<file path="src/rtl/sub1024_pkg.sv">
// Shared definitions for the 1024-bit word-serial subtract/compare sequencer.
// Holds the datapath geometry, the mode encodings and the controller state type.
package sub1024_pkg;

  localparam int unsigned W       = 32;  // datapath word width
  localparam int unsigned N_WORDS = 32;  // words per 1024-bit operand
  localparam int unsigned AW      = 5;   // clog2(N_WORDS)

  localparam logic MODE_SUB = 1'b0;      // subtract and write result
  localparam logic MODE_CMP = 1'b1;      // compare only, no writes

  typedef enum logic [1:0] {
    IDLE,
    RUN,
    DRAIN,
    DONE
  } state_t;

endpackage

</file>
<file path="src/rtl/sub_word_borrow.sv">
// Combinational W-bit subtract with borrow: {borrow_out, diff} = x - y - borrow_in.
// Ports:
//   x, y       : W-bit operands
//   borrow_in  : incoming borrow from the less significant word
//   diff       : W-bit difference
//   borrow_out : 1 when x < y + borrow_in
module sub_word_borrow #(
  parameter int unsigned W = 32
) (
  input  logic [W-1:0] x,
  input  logic [W-1:0] y,
  input  logic         borrow_in,
  output logic [W-1:0] diff,
  output logic         borrow_out
);

  logic [W:0] d;

  // One extra bit on top captures the borrow as the sign of the W+1-bit result.
  always_comb begin
    d          = {1'b0, x} - {1'b0, y} - {{W{1'b0}}, borrow_in};
    diff       = d[W-1:0];
    borrow_out = d[W];
  end

endmodule

</file>
<file path="src/rtl/sub1024_seq_ctrl.sv">
// Sequences a 1024-bit Z = X - Y as N_WORDS word-serial subtract-with-borrow steps.
// Operand words come from two synchronous RAMs sharing one address; results go to a
// result RAM unless compare mode is selected. Final borrow (X < Y) and all-zero
// (X == Y) flags are reported with a one-cycle done pulse.
// Ports:
//   iClk, iRst       : clock, synchronous active-high reset
//   iStart, iMode    : start request (accepted only when idle), mode (0 sub, 1 cmp)
//   oBusy, oDone     : operation in progress, one-cycle completion pulse
//   oBorrow, oZero   : final borrow and all-zero flags, held until the next completion
//   oRdEn, oRdAddr   : operand RAM read strobe and word address
//   iXWord, iYWord   : operand RAM read data, valid one cycle after oRdEn
//   oWrEn, oWrAddr, oWrData : result RAM write port
module sub1024_seq_ctrl
  import sub1024_pkg::*;
(
  input  logic          iClk,
  input  logic          iRst,
  input  logic          iStart,
  input  logic          iMode,
  output logic          oBusy,
  output logic          oDone,
  output logic          oBorrow,
  output logic          oZero,
  output logic          oRdEn,
  output logic [AW-1:0] oRdAddr,
  input  logic [W-1:0]  iXWord,
  input  logic [W-1:0]  iYWord,
  output logic          oWrEn,
  output logic [AW-1:0] oWrAddr,
  output logic [W-1:0]  oWrData
);

  localparam logic [AW-1:0] LAST_ADDR = AW'(N_WORDS - 1);

  state_t        state;
  logic          mode_r;
  logic          borrow_r;
  logic          zero_acc;
  logic          cmp_vld;   // operand data on iXWord/iYWord is valid this cycle
  logic [AW-1:0] cmp_addr;  // word index of the data being computed
  logic [W-1:0]  diff;
  logic          diff_borrow;

  sub_word_borrow #(
    .W (W)
  ) u_sub (
    .x          (iXWord),
    .y          (iYWord),
    .borrow_in  (borrow_r),
    .diff       (diff),
    .borrow_out (diff_borrow)
  );

  always_ff @(posedge iClk) begin
    if (iRst) begin
      state    <= IDLE;
      mode_r   <= MODE_SUB;
      borrow_r <= 1'b0;
      zero_acc <= 1'b1;
      cmp_vld  <= 1'b0;
      cmp_addr <= '0;
      oBusy    <= 1'b0;
      oDone    <= 1'b0;
      oBorrow  <= 1'b0;
      oZero    <= 1'b0;
      oRdEn    <= 1'b0;
      oRdAddr  <= '0;
      oWrEn    <= 1'b0;
      oWrAddr  <= '0;
      oWrData  <= '0;
    end else begin
      oDone <= 1'b0;

      // Compute/write pipeline: a read issued this cycle returns data next cycle.
      cmp_vld  <= oRdEn;
      cmp_addr <= oRdAddr;
      if (cmp_vld) begin
        borrow_r <= diff_borrow;
        zero_acc <= zero_acc & (diff == '0);
        oWrEn    <= (mode_r == MODE_SUB);
        if (mode_r == MODE_SUB) begin
          oWrAddr <= cmp_addr;
          oWrData <= diff;
        end
      end else begin
        oWrEn <= 1'b0;
      end

      case (state)
        IDLE: begin
          // cmp_vld is never set in IDLE, so these do not collide with the pipeline.
          if (iStart) begin
            mode_r   <= iMode;
            borrow_r <= 1'b0;
            zero_acc <= 1'b1;
            oBusy    <= 1'b1;
            oRdEn    <= 1'b1;
            oRdAddr  <= '0;
            state    <= RUN;
          end
        end
        RUN: begin
          if (oRdAddr == LAST_ADDR) begin
            oRdEn <= 1'b0;
            state <= DRAIN;
          end else begin
            oRdAddr <= oRdAddr + 1'b1;
          end
        end
        DRAIN: begin
          // Once the compute stage empties, the last word is in the write stage and
          // borrow_r/zero_acc hold their final values.
          if (!cmp_vld) begin
            oBusy   <= 1'b0;
            oDone   <= 1'b1;
            oBorrow <= borrow_r;
            oZero   <= zero_acc;
            state   <= DONE;
          end
        end
        DONE: begin
          state <= IDLE;
        end
        default: begin
          state <= IDLE;
        end
      endcase
    end
  end

endmodule

</file>
<file path="config.mk">
export PLATFORM = sky130hd
export DESIGN_NAME = sub1024_seq_ctrl
export DESIGN_NICKNAME = d
export VERILOG_FILES = /design/src/rtl/sub1024_pkg.sv /design/src/rtl/sub_word_borrow.sv /design/src/rtl/sub1024_seq_ctrl.sv
export SDC_FILE = /design/constraint.sdc
export NUM_CORES = 1
export LEC_CHECK = 0
export ABC_AREA = 1
export CORE_UTILIZATION = 53
export DETAILED_ROUTE_END_ITERATION = 8
export PLACE_DENSITY = 0.85
export RECOVER_POWER = 25
export SYNTH_ARGS = -nofsm -noshare
export SYNTH_HDL_FRONTEND = slang
export SYNTH_HIERARCHICAL = 1
export SYNTH_SLANG_ARGS = --single-unit
</file>
<file path="constraint.sdc">
create_clock -name iClk -period 3.15 [get_ports iClk]
set_clock_uncertainty 0.2 [all_clocks]
set_input_delay 0.4725 -clock iClk [delete_from_list [all_inputs] [get_ports iClk]]
set_output_delay 0.4725 -clock iClk [all_outputs]
set_load 0.02 [all_outputs]
</file>
[Word-level counts from Yosys, hierarchy flattened]
Cells that the tools add are included.
Operators by class
  magnitude comparators: 0
  multiplexer cells: 19
  multiply operators: 0
  $add $sub $neg: 3
  eq/ne operators: 8
  div/mod/pow operators: 0
  reductions and logical operators: 13
  shift-type cells: 0
  bitwise operators: 4
Operator list (count)
  subtractor 32 x 32 -> 33 bit: 1
  subtractor 33 x 1 -> 33 bit: 1
  logical NOT 32 bit: 1
  AND reduction 3 bit: 4
  2-to-1 mux 1 bit: 10
  2-to-1 mux 5 bit: 2
  case mux 5 bit (2 select lines): 1
  inequality test 2 bit (second input constant): 4
  case mux 2 bit (4 select lines): 1
  2-to-1 mux 2 bit: 3
  AND reduction 2 bit: 3
  adder 5 x 1 -> 5 bit (second input constant): 1
  equality test 5 bit (second input constant): 1
  equality test 2 bit (second input constant): 2
  case mux 1 bit (2 select lines): 2
  nonzero test 2 bit: 2
  OR reduction 2 bit: 2
  NOT 1 bit: 3
  equality test 2 x 1 -> 1 bit (second input constant): 1
  logical NOT 2 bit: 1
  AND 1 bit: 1
Word-level totals
  ROM bits: 0
  output and inout bits: 48
  logic and storage cells: 62
  input bits: 68
  memories kept: 0
  bits in registers: 59
  latch bits: 0
  memory bits (writable): 0

[Longest topological paths before layout]
  word-level depth: 7
  gate-level depth with buffers: 22
  depth with buffers taken out: 22

[Hierarchy]
The synthesis kept the hierarchy.
By module, submodules not included
  sub_word_borrow: seq. area each 0.0 µm², instances 1, area each 3196.8 µm², cells an instance 644
  sub1024_seq_ctrl: seq. area each 1181.1 µm², instances 1, area each 2299.7 µm², cells an instance 302

[Worst setup path before layout]
Ideal clock, no wire load.
  path kind: input -> register
  from: input port iYWord[0]
  to: register zero_acc
  setup time: 59 ps
  data required time: 2891 ps
  data arrival time: 2521 ps
  buffers on the path: 0
  path slack: 371 ps
  cell stages on the path: 20
  path through: inv_1 -> fa_1 -> inv_1 -> ha_1 -> or2_2 -> nand2_1 -> nand2_1 -> nand2_1 -> nand2_2 -> nand2_1 -> nand2_1 -> nand2_1 -> nand2_1 -> nor2_1 -> nand2_1 -> nor2_1 -> nand2_1 -> o21ai_0 -> nand2_1 -> nand2_1
On the way
  longest elaborated chain between the ends: 7
RTL lines
  start: declaration: line sub1024_seq_ctrl.sv:27  | input logic [W-1:0] iYWord,
  subtractor 32 x 32 -> 33 bit *: line sub_word_borrow.sv:21  | d = {1'b0, x} - {1'b0, y} - {{W{1'b0}}, borrow_in};
  subtractor 33 x 1 -> 33 bit *: line sub_word_borrow.sv:21
  via diff[29]: line sub1024_seq_ctrl.sv:41  | logic [W-1:0] diff;
  logical NOT 32 bit *: line sub1024_seq_ctrl.sv:79  | zero_acc <= zero_acc & (diff == '0);
  AND 1 bit *: line sub1024_seq_ctrl.sv:79
  2-to-1 mux 1 bit *: line sub1024_seq_ctrl.sv:77  | if (cmp_vld) begin
  2-to-1 mux 1 bit: line sub1024_seq_ctrl.sv:92  | if (iStart) begin
  2-to-1 mux 1 bit *: line sub1024_seq_ctrl.sv:89  | case (state)
  end signal: assignment: line sub1024_seq_ctrl.sv:79
  end: declaration: line sub1024_seq_ctrl.sv:38  | logic zero_acc;
The timed path passes the listed nets; every way through them passes the cells marked *.
A chain may end at the register's enable or synchronous reset.

[Worst setup path in the final report]
  from: input port iXWord[11]
  to: register zero_acc
On the way
  longest elaborated chain between the ends: 7
RTL lines
  start: declaration: line sub1024_seq_ctrl.sv:26  | input logic [W-1:0] iXWord,
  subtractor 32 x 32 -> 33 bit *: line sub_word_borrow.sv:21
  subtractor 33 x 1 -> 33 bit *: line sub_word_borrow.sv:21
  via diff[12]: line sub1024_seq_ctrl.sv:41
  logical NOT 32 bit *: line sub1024_seq_ctrl.sv:79
  AND 1 bit *: line sub1024_seq_ctrl.sv:79
  2-to-1 mux 1 bit *: line sub1024_seq_ctrl.sv:77
  2-to-1 mux 1 bit: line sub1024_seq_ctrl.sv:92
  2-to-1 mux 1 bit *: line sub1024_seq_ctrl.sv:89
Marks and branches as above.

==> run metrics <==
outcome finished, violations left; failing checks max-capacitance violations, max-slew violations; Ports about 120; clock root buffer clkbuf_8; area leader, netlist dfxtp_1; initial antenna violation count 0; Synth top cells by count 265 x nand2_1, 229 x inv_1, 153 x nor2_1, 67 x ha_1, 59 x dfxtp_1; Die Span X approximately 100 um; Final Hold Vio Count 0; maxcap violations 1; routed length per instance 12.2 um; Synth Warn # 6; met3 usage 0.0472; CTS tree yes; max_slew headroom -0.0790; Die Ht approximately 100 um; Post-synth EDFFs 0; Max clock buf depth 2; r2r startpoint borrow_r$_SDFF_PP0_; global-route wire length before repair around 25000 um; family with the most delay on the worst path buffers and inverters; GP Congestion around 0.89; HPWL Detailed ~11000 um; Final setup viols 0; Slew Limit Fails 46; number of global-route vias before repair about 5.8k; worst hold path type register to register; critical path's largest stage delay around 0.45 ns; drc violations 0; kind of critical path input pin to register; R2R Path End zero_acc$_SDFF_PP1_; clock buffer count from CTS 9; Post-Syn Instances approximately 950; final core utilization 0.801; P_leak 4.42 nW; Antenna diodes 0; post-synth top area share 0.215; crit path max fanout 4; gr usage total 0.273; Tot Pwr approximately 4.0 mW; Pre-antenna DRT Iters 5; Seq cells post-synth 59; Tmin final ~3 ns; final instance area 7940 sq um; Vias between 6k and 7k; busiest layer in global routing met2; Async S/R FF share, synth 0; core footprint between 9000 and 10000 sq um; dpl cell area around 7300 sq um; Die ar. between 10000 and 15000 sq um; critical path launch point type input pin; Data arrival, critical path between 3 and 4 ns; antenna-violating nets left 0; largest net degree at the start of global routing 46; Primary FF master, synth dfxtp_1; grt total ovfl 0; Reg2Reg Setup Slack roughly 0.33 ns; initial DRC count ~320; GRT met2 Usage 0.490; share of post-route cells with drive strength above 1 0.173; total wire length between 15000 and 20000 um; Sink Count 59; R2R depth 20; cells along the critical path clkdlybuf4s50_1 -> inv_1 -> ha_1 -> inv_1 -> ha_4 -> nand2_1 -> nand2_1 -> inv_1 -> nand2_1 -> inv_1 -> nand3_2 -> buf_4 -> xor2_1 -> nor2_1 -> nand2_1 -> nor2_1 -> nand2_1 -> o21ai_1 -> nand2_1 -> nand2_1; Cell Pwr Density approximately 510 nW/um^2; Least-Margin Pin Slew between 1.5 and 2 ns; cell with the most instances after synthesis nand2_1; htree depth 3; synth top area cells dfxtp_1 21%, nand2_1 18%, inv_1 16%; slowest CP cell clkdlybuf4s50_1; GR Layer Usage met1 0.321; CP endpoint kind register; fmax about 0.33 GHz; clock latency on the worst-skew pair 0.33 ns; Worst EP required around 3.2 ns; register clock-pin slew on the reported worst setup and hold paths approximately 0.07 ns; Hold Crit Depth 2; Starting Density 0.555; final worst-path cycle share 0.949; # rows 36; vias per inst slightly below 5; Crit path top cell by count nand2_1; syn_area_per_cell between 5 and 6 sq um; Layout Area Growth over Synthesis 44.5%; Hold EP cmp_vld$_SDFF_PP0_; Net Count, Synth ~1.1k; Synth cell types 31; Mapped Area approximately 5500 sq um; fin nets about 1.3k; port bufs roughly 120; VDD IR-drop max about 0.45 mV; worst path bufs/invs 6; sequential share of the synthesized area 0.215; hold path start oRdEn$_SDFFE_PP0P_
-- layout make-up --
type	count	area, sq um
clock inverter	5	100
fill	707	1970
sequential	59	1180
inverter	236	887
multi-input combinational	638	3720
tap	133	166
clock buffer	11	141
timing repair buffer	194	1750
-- worst register-to-register path, delay by kind of cell, from the launching register on --
family | cells | cell delay [ns]
simple gates | 15 | 1.22
compound gates | 1 | 0.12
fa+ha+maj | 2 | 0.75
flops | 1 | 0.35
buf+inv | 2 | 0.13
-- per-stage QoR --
step | std cells | TNS, ns | hold WS [ns] | worst slack [ns]
after floorplan | 946 | 0 | 0.220 | 0.371
after global placement | 1259 | -0.238 | 0.222 | -0.211
after detailed placement | 1259 | -0.516 | 0.235 | -0.255
after CTS | 1275 | 0 | 0.245 | 0.0459
after global routing | 1276 | -0.0349 | 0.256 | -0.0349
final | 1276 | 0 | 0.252 | 0.160
-- state kept, by name, indices dropped and copies added, names as in the netlist --
register,count
oWrData,32
oRdAddr,5
cmp_addr,5
oBorrow,1
oDone,1
zero_acc,1
cmp_vld,1
oBusy,1
oRdEn,1
state,2
oZero,1
oWrAddr,5
oWrEn,1
mode_r,1
borrow_r,1
-- timing repair --
action	in CTS	in global routing
gates resized for setup	0	91
endpoints found under the setup margin	0	2
hold buffers	0	0
setup buffers	0	1
-- layer usage --
| metal | up-vias | share of wire |
|---|---|---|
| met2 | 231 | 0.49 |
| li1 | 3180 | - |
| met3 | 51 | 0.059 |
| met5 | - | 0 |
| met1 | 2780 | 0.42 |
| met4 | 0 | 0.034 |
-- cells by family (layout without fill, tap and decap cells) --
family / count (synthesis) / count (layout) / share of synthesized area
buffers and inverters: 249 / 446 / 0.180
flip-flops: 59 / 59 / 0.215
AO/OA/AOI/OAI: 76 / 76 / 0.0713
AND/OR/NAND/NOR: 477 / 477 / 0.349
XOR/XNOR: 16 / 16 / 0.0255
adder cells (fa/ha/maj): 69 / 69 / 0.160
-- cell usage in the layout (no fill, tap or decap), types with 3 or more instances in the layout --
cell             count
buf_4               78
ha_1                49
bufinv_16            3
nand2_4              4
o21ai_0             42
clkbuf_8            10
nand2_2             37
nand3_1             23
ha_4                17
clkinv_2             3
nor2_2              11
clkdlybuf4s50_1    108
nor2_1             146
nand2_1            238
nor3_1               3
nand3_2              5
a21oi_2              9
dlygate4sd3_1        5
xor2_1              15
a21oi_1             14
o21ai_1              6
inv_2               11
inv_1              224
dfxtp_1             59
-- where the power goes --
| group | switching (mW) | leakage, nW | internal, mW | total [mW] |
|---|---|---|---|---|
| Combinational | 1.25 | 3.82 | 0.982 | 2.24 |
| Clock | 0.291 | 0.123 | 0.545 | 0.835 |
| Sequential | 0.0814 | 0.480 | 0.884 | 0.965 |
-- worst max-delay path by stage --
stage	start	to	cells after the start
4_1_cts	iYWord[0]	zero_acc$_SDFF_PP1_	21
2_1_floorplan	iYWord[0]	zero_acc$_SDFF_PP1_	20
3_5_place_dp	iYWord[0]	zero_acc$_SDFF_PP1_	21
5_1_grt	iXWord[8]	zero_acc$_SDFF_PP1_	22
6_report	iXWord[11]	zero_acc$_SDFF_PP1_	20
3_3_place_gp	iYWord[0]	zero_acc$_SDFF_PP1_	21
Note: power is estimated with default switching activity, not from simulation.
